File: config.mk
export PLATFORM = sky130hd
export DESIGN_NAME = binary_to_bcd_converter
export DESIGN_NICKNAME = d
export VERILOG_FILES = /design/src/rtl/function_generator_pkg.sv /design/src/rtl/bcd_digit_adjust.sv /design/src/rtl/binary_to_bcd_converter.sv
export SDC_FILE = /design/constraint.sdc
export NUM_CORES = 1
export LEC_CHECK = 0
export CELL_PAD_IN_SITES_DETAIL_PLACEMENT = 0
export CELL_PAD_IN_SITES_GLOBAL_PLACEMENT = 1
export CORE_MARGIN = 2
export CORE_UTILIZATION = 43
export CTS_BUF_LIST = sky130_fd_sc_hd__clkbuf_16
export CTS_CLUSTER_SIZE = 25
export DETAILED_ROUTE_END_ITERATION = 6
export GPL_ROUTABILITY_DRIVEN = 1
export PLACE_DENSITY = 0.78
export SLEW_MARGIN = 20
export SYNTH_ARGS = -nofsm -noshare
export SYNTH_HDL_FRONTEND = slang
export SYNTH_SLANG_ARGS = --single-unit
export TNS_END_PERCENT = 5
File: constraint.sdc
create_clock -name clk -period 2.3 [get_ports clk]
set_input_delay 0.46 -clock clk [delete_from_list [all_inputs] [get_ports clk]]
set_output_delay 0.46 -clock clk [all_outputs]
set_load 0.05 [all_outputs]
File: src/rtl/function_generator_pkg.sv
`default_nettype none
// ============================================================================
//  Module      : function_generator_pkg
//  Description : Shared widths, digit type and converter FSM states for the
//                binary-to-BCD display path.
//  Revision    : 1.0  initial release
// ============================================================================
package function_generator_pkg;

  // Binary word width and number of decimal digits on the front panel
  localparam int BIN_WIDTH  = 23;
  localparam int BCD_DIGITS = 7;

  // One packed BCD digit
  typedef logic [3:0] bcd_digit_t;

  // Converter control states
  typedef enum logic [0:0] {
    IDLE  = 1'b0,
    SHIFT = 1'b1
  } conv_state_e;

endpackage : function_generator_pkg
`default_nettype wire

File: src/rtl/bcd_digit_adjust.sv
`default_nettype none
// ============================================================================
//  Module      : bcd_digit_adjust
//  Description : Double-dabble correction for one BCD digit. A digit of 5 or
//                more gets 3 added so the following left shift carries
//                correctly into the next decimal place.
//  Revision    : 1.0  initial release
// ============================================================================
module bcd_digit_adjust
  import function_generator_pkg::*;
(
  input  bcd_digit_t digit_in,
  output bcd_digit_t digit_out
);

  // Add 3 when the digit would reach 10 or more after doubling. Inputs are
  // always 0..9 during a conversion, so the result (max 12) fits in 4 bits.
  always_comb begin
    digit_out = digit_in;
    if (digit_in >= 4'd5) begin
      digit_out = digit_in + 4'd3;
    end
  end

endmodule : bcd_digit_adjust
`default_nettype wire

File: src/rtl/binary_to_bcd_converter.sv
`default_nettype none
// ============================================================================
//  Module      : binary_to_bcd_converter
//  Description : Sequential double-dabble converter. Turns an unsigned
//                WIDTH-bit word into DIGITS BCD digits, one bit per clock,
//                with a start / busy / done handshake. Output digits are
//                registered and only change on the done cycle.
//  Revision    : 1.0  initial release
// ============================================================================
module binary_to_bcd_converter
  import function_generator_pkg::*;
#(
  parameter int WIDTH  = BIN_WIDTH,
  parameter int DIGITS = BCD_DIGITS
) (
  input  logic             clk,
  input  logic             rst_n,
  input  logic             start,
  input  logic [WIDTH-1:0] value_in,
  output logic             busy,
  output logic             done,
  output logic [3:0]       d_1,
  output logic [3:0]       d_2,
  output logic [3:0]       d_3,
  output logic [3:0]       d_4,
  output logic [3:0]       d_5,
  output logic [3:0]       d_6,
  output logic [3:0]       d_7
);

  // Counter must hold the value WIDTH itself
  localparam int               CNT_WIDTH = $clog2(WIDTH + 1);
  localparam logic [CNT_WIDTH-1:0] CNT_LOAD = CNT_WIDTH'(WIDTH);
  localparam logic [CNT_WIDTH-1:0] CNT_LAST = CNT_WIDTH'(1);
  localparam int               BCD_BITS  = 4 * DIGITS;

  // --------------------------------------------------------------------------
  // State
  // --------------------------------------------------------------------------
  conv_state_e           state_q,   state_d;
  logic [WIDTH-1:0]      bin_q,     bin_d;
  logic [BCD_BITS-1:0]   scratch_q, scratch_d;
  logic [CNT_WIDTH-1:0]  cnt_q,     cnt_d;
  logic [BCD_BITS-1:0]   digits_q,  digits_d;
  logic                  busy_q,    busy_d;
  logic                  done_q,    done_d;

  // Scratch after per-digit correction, and the combined shift result
  logic [BCD_BITS-1:0]       scratch_adj;
  logic [BCD_BITS+WIDTH-1:0] shifted;

  // --------------------------------------------------------------------------
  // Per-digit add-3 correction on the scratch register
  // --------------------------------------------------------------------------
  generate
    for (genvar gi = 0; gi < DIGITS; gi++) begin : g_adjust
      bcd_digit_adjust u_adjust (
        .digit_in  (scratch_q[4*gi +: 4]),
        .digit_out (scratch_adj[4*gi +: 4])
      );
    end
  endgenerate

  // Shift the corrected scratch and the binary register left as one vector;
  // the binary MSB moves into the scratch LSB.
  always_comb begin
    shifted = {scratch_adj, bin_q} << 1;
  end

  // --------------------------------------------------------------------------
  // Next-state logic for the FSM, datapath and registered outputs
  // --------------------------------------------------------------------------
  always_comb begin
    state_d   = state_q;
    bin_d     = bin_q;
    scratch_d = scratch_q;
    cnt_d     = cnt_q;
    digits_d  = digits_q;
    busy_d    = busy_q;
    done_d    = 1'b0;

    unique case (state_q)
      IDLE: begin
        // A start here is accepted even during the done pulse, giving one
        // conversion per WIDTH+1 cycles when start is held.
        if (start) begin
          bin_d     = value_in;
          scratch_d = '0;
          cnt_d     = CNT_LOAD;
          busy_d    = 1'b1;
          state_d   = SHIFT;
        end
      end

      SHIFT: begin
        // start is deliberately ignored while a conversion is running
        scratch_d = shifted[BCD_BITS+WIDTH-1 -: BCD_BITS];
        bin_d     = shifted[WIDTH-1:0];
        cnt_d     = cnt_q - 1'b1;
        if (cnt_q == CNT_LAST) begin
          // Last bit shifted in: publish the finished digits
          digits_d = shifted[BCD_BITS+WIDTH-1 -: BCD_BITS];
          done_d   = 1'b1;
          busy_d   = 1'b0;
          state_d  = IDLE;
        end
      end

      default: begin
        state_d = IDLE;
        busy_d  = 1'b0;
      end
    endcase
  end

  // --------------------------------------------------------------------------
  // State registers with asynchronous active-low reset
  // --------------------------------------------------------------------------
  always_ff @(posedge clk or negedge rst_n) begin
    if (!rst_n) begin
      state_q   <= IDLE;
      bin_q     <= '0;
      scratch_q <= '0;
      cnt_q     <= '0;
      digits_q  <= '0;
      busy_q    <= 1'b0;
      done_q    <= 1'b0;
    end else begin
      state_q   <= state_d;
      bin_q     <= bin_d;
      scratch_q <= scratch_d;
      cnt_q     <= cnt_d;
      digits_q  <= digits_d;
      busy_q    <= busy_d;
      done_q    <= done_d;
    end
  end

  // --------------------------------------------------------------------------
  // Outputs: straight from registers, d_1 is the units digit
  // --------------------------------------------------------------------------
  assign busy = busy_q;
  assign done = done_q;
  assign d_1  = digits_q[ 3: 0];
  assign d_2  = digits_q[ 7: 4];
  assign d_3  = digits_q[11: 8];
  assign d_4  = digits_q[15:12];
  assign d_5  = digits_q[19:16];
  assign d_6  = digits_q[23:20];
  assign d_7  = digits_q[27:24];

endmodule : binary_to_bcd_converter
`default_nettype wire

# After elaboration in Yosys (flattened, before gate mapping)
# Index checks and enable logic that the tools add are counted.
[word_totals] latchBits=0 memories=0 ram_bits=0 register_bits=87 rom_bits=0
[classes] n_reduce_logical=2 mul=0 shifts=0 div_mod_pow=0 bitwise=1 muxes=21 n_addsub=8 n_eq_ne=3 n_lt_le_gt_ge=7
[op_table] cell="case mux 28 bit (2 select lines)" n=1
[op_table] cell="case mux 23 bit (2 select lines)" n=1
[op_table] cell=">= comparator 4 x 3 -> 1 bit, second input constant" n=7
[op_table] cell="two-way mux 28 bit" n=1
[op_table] cell="adder 4 x 2 -> 4 bit, second input constant" n=6
[op_table] cell="two-way mux 4 bit" n=6
[op_table] cell="two-way mux 23 bit" n=1
[op_table] cell="case mux 5 bit (2 select lines)" n=1
[op_table] cell="two-way mux 1 bit" n=6
[op_table] cell="== test 5 x 1 -> 1 bit, second input constant" n=1
[op_table] cell="two-way mux 5 bit" n=1
[op_table] cell="subtractor 5 x 1 -> 5 bit, second input constant" n=1
[op_table] cell="case mux 1 bit (2 select lines)" n=2
[op_table] cell="AND reduction 2 bit" n=2
[op_table] cell="adder 3 x 2 -> 3 bit, second input constant" n=1
[op_table] cell="two-way mux 3 bit" n=1
[op_table] cell="!= test 2 x 1 -> 1 bit, second input constant" n=1
[op_table] cell="!= test 2 bit, second input constant" n=1
[op_table] cell="NOT 1 bit" n=1

# Longest topological paths before layout
[logic_depth] depth_word=3 ltp_mapped=6 depth_no_buf=6

# By module
# From an unflattened synthesis, not the netlist that was laid out.
[hier_totals] cells_unflattened=369 area_unflattened_um2=4269.1
[by_module_without_submodules] mod="binary_to_bcd_converter" cells_per_inst=257 area_each_um2=3559.7 seq_area_each_um2=2177.1 n_inst=1
[by_module_without_submodules] mod="bcd_digit_adjust" cells_per_inst=16 area_each_um2=101.3 seq_area_each_um2=0.0 n_inst=7

# Worst setup path after synthesis
# OpenSTA, ideal clock, no wires.
[synth_path] path_kind="register to register" start="register cnt_q[3]" end="register digits_q[10]" path_stages_with_launch=5 period_less_slack_ns=1.632 arrival_ns=1.507 setup_slack_ns=0.668 setup_ns=0.125 t_required_ns=2.175 cell_sequence="dfrtp_1 nand2b_1 nor4b_4 buf_6 mux2_2"
[synth_via] elab_chain_cells=2
[synth_rtl] element="start, declared" line_no="binary_to_bcd_converter.sv:43" source="logic [CNT_WIDTH-1:0] cnt_q, cnt_d;"
[synth_rtl] element="start signal, assigned" line_no="binary_to_bcd_converter.sv:132" source="cnt_q <= cnt_d;"
[synth_rtl] element="== test 5 x 1 -> 1 bit" line_no="binary_to_bcd_converter.sv:100" source="if (cnt_q == CNT_LAST) begin"
[synth_rtl] element="AND reduction 2 bit (no source line)"
[synth_rtl] element="end signal, assigned" line_no="binary_to_bcd_converter.sv:133" source="digits_q <= digits_d;"
[synth_rtl] element="end, declared" line_no="binary_to_bcd_converter.sv:44" source="logic [BCD_BITS-1:0] digits_q, digits_d;"
# Every way passes these cells.
# A chain may end at the register's enable or synchronous reset.

# Worst setup path after layout
[layout_path] start="register digits_q[3]" end="output d_1[3]"
[layout_rtl] element="end, declared" line_no="binary_to_bcd_converter.sv:22" source="output logic [3:0] d_1,"
# No word-level cell between the ends.

==> reports/results.ini <==
[cells_and_area]
post_layout_nonfiller_instances = 583
nets = 491
share_of_post_route_cells_with_drive_strength_above_1 = 0.101
final.fill_count = 813
num_antenna_cells = 0
area_growth_syn_to_layout_pct = 23.4
final_core_utilization = 0.553

[logic_synthesis]
synth_compound_area_frac = 0.121
synth.yosys.seq_area_share = 0.521
synth_cell_type_count = 26
synth-xor-area-share = 0.0189
ys_warn_count = 0
combinational_family_with_the_most_area_after_synthesis = multiplexers
post_synth_fa_ha_maj_area_fraction = 0.0479
synth.ff_latch_count = 87
syn_nets = 435
synth_simple_gate_area_share = 0.117
avgSynthCellArea_um2 = 10.6
syn_inst = 393
post_synth_mux_area_share = 0.134
synth.cell_area_um2 = 4180

[die]
core_area_um2 = 9330
x_dimension_of_the_die_um = 103
dieArea_um2 = 10500
pin_count = 56
placement_rows = 35
fp.dieH_um = 103
start_util = 0.448

[critical_path]
timing.critical_path.slowest_cell_delay_ns = 0.81
critical_path.top_delay_family = buffers and inverters
critical_path_sink_type = primary output
cp_data_required_time_ns = 1.84
worstPathMaxFanout = 2
worst_path_buf_inv = 1
path_cells = clkdlybuf4s50_1
crit_path_top_delay_cell = clkdlybuf4s50_1
timing_worst_setup_path_type = reg -> out
critPathArrivalTime_ns = 1.52
type_of_origin_of_the_critical_path = flip-flop

[sta]
timing.final.crit_share = 0.861
setup_viol = 0
hold_viol_final = 0
finalWorstPathRequiredPeriod_ns = 1.98
max_slew.worst_pin.slew_ns = 0.822
final.setup_skew_ns = 0.00888
worst_slack_ns = 0.320
max_freq_mhz = 505
fin_hold_ws_ns = 0.111
fin_tns_setup_ns = 0
timing.slew.headroom = 0.452
finalMaxSlewViolations = 0
grt_setup_unrepaired = false

[grt]
grt_max_degree = 86
total_congestion_overflow = 0
antenna_violations_before_repair = 0
grt_pass1_wl_um = 13700
grt_pass1_vias = 2930
gr-usage-all-layers = 0.168

[clock_tree]
post_cts_hold_buffer_count = 0
cts.repair_timing.setup_buffer_count = 0
clkLatencyLatePin_ns = 0.34
htree_num_levels = 3
clkSlewWorstSetupHoldPaths_ns = 0.07
clk_root_buffer_cell = clkbuf_16
cts_num_sinks = 87
postCtsResizedCells = 0
cts_tree = yes
clock_tree.buffer_depth = 2
cts_buffers = 9

[placement]
placedCellCount = 567
post-place-ws_ns = 0.562
dp.final_hpwl_um = 5510
number_of_port_buffers = 55
gp_congestion = 0.771

[drt]
final_antenna_net_count = 0
detail_route.iter0.violations = 72
routed-via-count = 2961
drt_pass1_iterations = 6
post-route-drc-count = 0
vias_per_cell = 5.08
detail_route.wl_per_cell_um = 13.8
wl_um = 8020

[outcome]
run_status = completed

[power_and_ir_drop]
power.ir.vdd_worst_mv = 0.655
power_per_cell_area_nw_per_um2 = 1550
cellLeakagePower_nw = 2.42

[min_path]
hp-class = in -> async

[flow_run]
drv_cap = 0

## area by class of cell
class | count | area (um^2) | share of cell area
Timing Repair Buffer | 66 | 626 | 0.121
Multi-Input combinational cell | 266 | 1830 | 0.355
Sequential cell | 87 | 2180 | 0.422
Inverter | 19 | 71.3 | 0.0138
Clock buffer | 9 | 225 | 0.0436
Clock inverter | 7 | 65.1 | 0.0126
Tap cell | 129 | 161 | 0.0313
## cells in the final DEF, fill, tap and decap left out, drive strengths merged
| cell | count |
|---|---|
| clkinv | 2 |
| mux2i | 39 |
| o22ai | 2 |
| nor4b | 1 |
| nor3 | 11 |
| clkinvlp | 1 |
| buf | 13 |
| a21oi | 31 |
| dfrtp | 87 |
| ha | 16 |
| a31oi | 4 |
| clkbuf | 9 |
| or3 | 1 |
| nor2 | 22 |
| xnor2 | 8 |
| a32o | 4 |
| a21o | 17 |
| nand2b | 8 |
| o31ai | 1 |
| clkdlybuf4s50 | 53 |
| o21ai | 28 |
| inv | 23 |
| nand2 | 42 |
| xor2 | 1 |
| mux2 | 15 |
| nor3b | 15 |
## cells in the mapped netlist
cell | number | share of area
inv_1 | 19 | 0.017
clkbuf_1 | 9 | 0.0081
a32o_1 | 4 | 0.0096
nor3b_1 | 15 | 0.027
mux2_2 | 15 | 0.040
o21ai_0 | 28 | 0.034
nor3_1 | 11 | 0.013
buf_6 | 1 | 0.0027
buf_2 | 4 | 0.0048
ha_1 | 16 | 0.048
nand2b_1 | 8 | 0.012
buf_4 | 2 | 0.0036
nor4b_4 | 1 | 0.0057
xor2_1 | 1 | 0.0021
or3_1 | 1 | 0.0015
o31ai_1 | 1 | 0.0018
a21o_1 | 17 | 0.031
xnor2_1 | 8 | 0.017
a21oi_1 | 31 | 0.037
buf_1 | 5 | 0.0045
dfrtp_1 | 87 | 0.52
mux2i_1 | 39 | 0.093
nor2_1 | 22 | 0.020
nand2_1 | 42 | 0.038
o22ai_1 | 2 | 0.0030
a31oi_1 | 4 | 0.0060
## per-stage QoR
stage               area, um^2  total power [W]
floorplan                 4180          0.00557
global placement          4870          0.00654
detailed placement        4870          0.00666
CTS                       5160          0.00810
global route              5160          0.00860
finish                    5160          0.00801
## routing by layer
| layer | vias up | wire (um) | track usage |
|---|---|---|---|
| met4 | 0 | 79 | 0.0462 |
| met1 | 1436 | 3670 | 0.212 |
| li1 | 1476 | - | - |
| met3 | 9 | 292 | 0.0475 |
| met5 | - | 0 | 0 |
| met2 | 40 | 3980 | 0.283 |
## sequential cells by signal, summed over array words and instances, names as in the netlist
name	flops
done	1
cnt_q	5
digits_q	28
state_q	1
scratch_q	28
busy	1
bin_q	23
## where the power goes
part / leakage, nW / internal, W / switching (W)
Combinational: 1.19 / 0.00163 / 0.00225
Clock: 0.140 / 0.000759 / 0.000655
Sequential: 1.09 / 0.00222 / 0.000485
## kinds of logic after synthesis
logic type,Yosys count
simple gates,100
compound gates,87
flops,87
mux,54
buf+inv,40
fa+ha+maj,16
xor+xnor,9
## final timing paths
kind / from / to / slack (ns) / cells past startpoint
worst min-delay path: rst_n / bin_q[17]$_DFFE_PN0P_ / 0.11 / 1
worst max register to register: cnt_q[1]$_DFFE_PN0P_ / digits_q[17]$_DFFE_PN0P_ / 0.55 / 5
min in group clk: bin_q[19]$_DFFE_PN0P_ / bin_q[20]$_DFFE_PN0P_ / 0.48 / 2
worst max-delay path: digits_q[3]$_DFFE_PN0P_ / d_1[3] / 0.32 / 1
max in group asynchronous: rst_n / cnt_q[0]$_DFFE_PN0P_ / 1.58 / 2
worst min register to register: bin_q[19]$_DFFE_PN0P_ / bin_q[20]$_DFFE_PN0P_ / 0.48 / 2
Power figures use the tool's default switching activity.
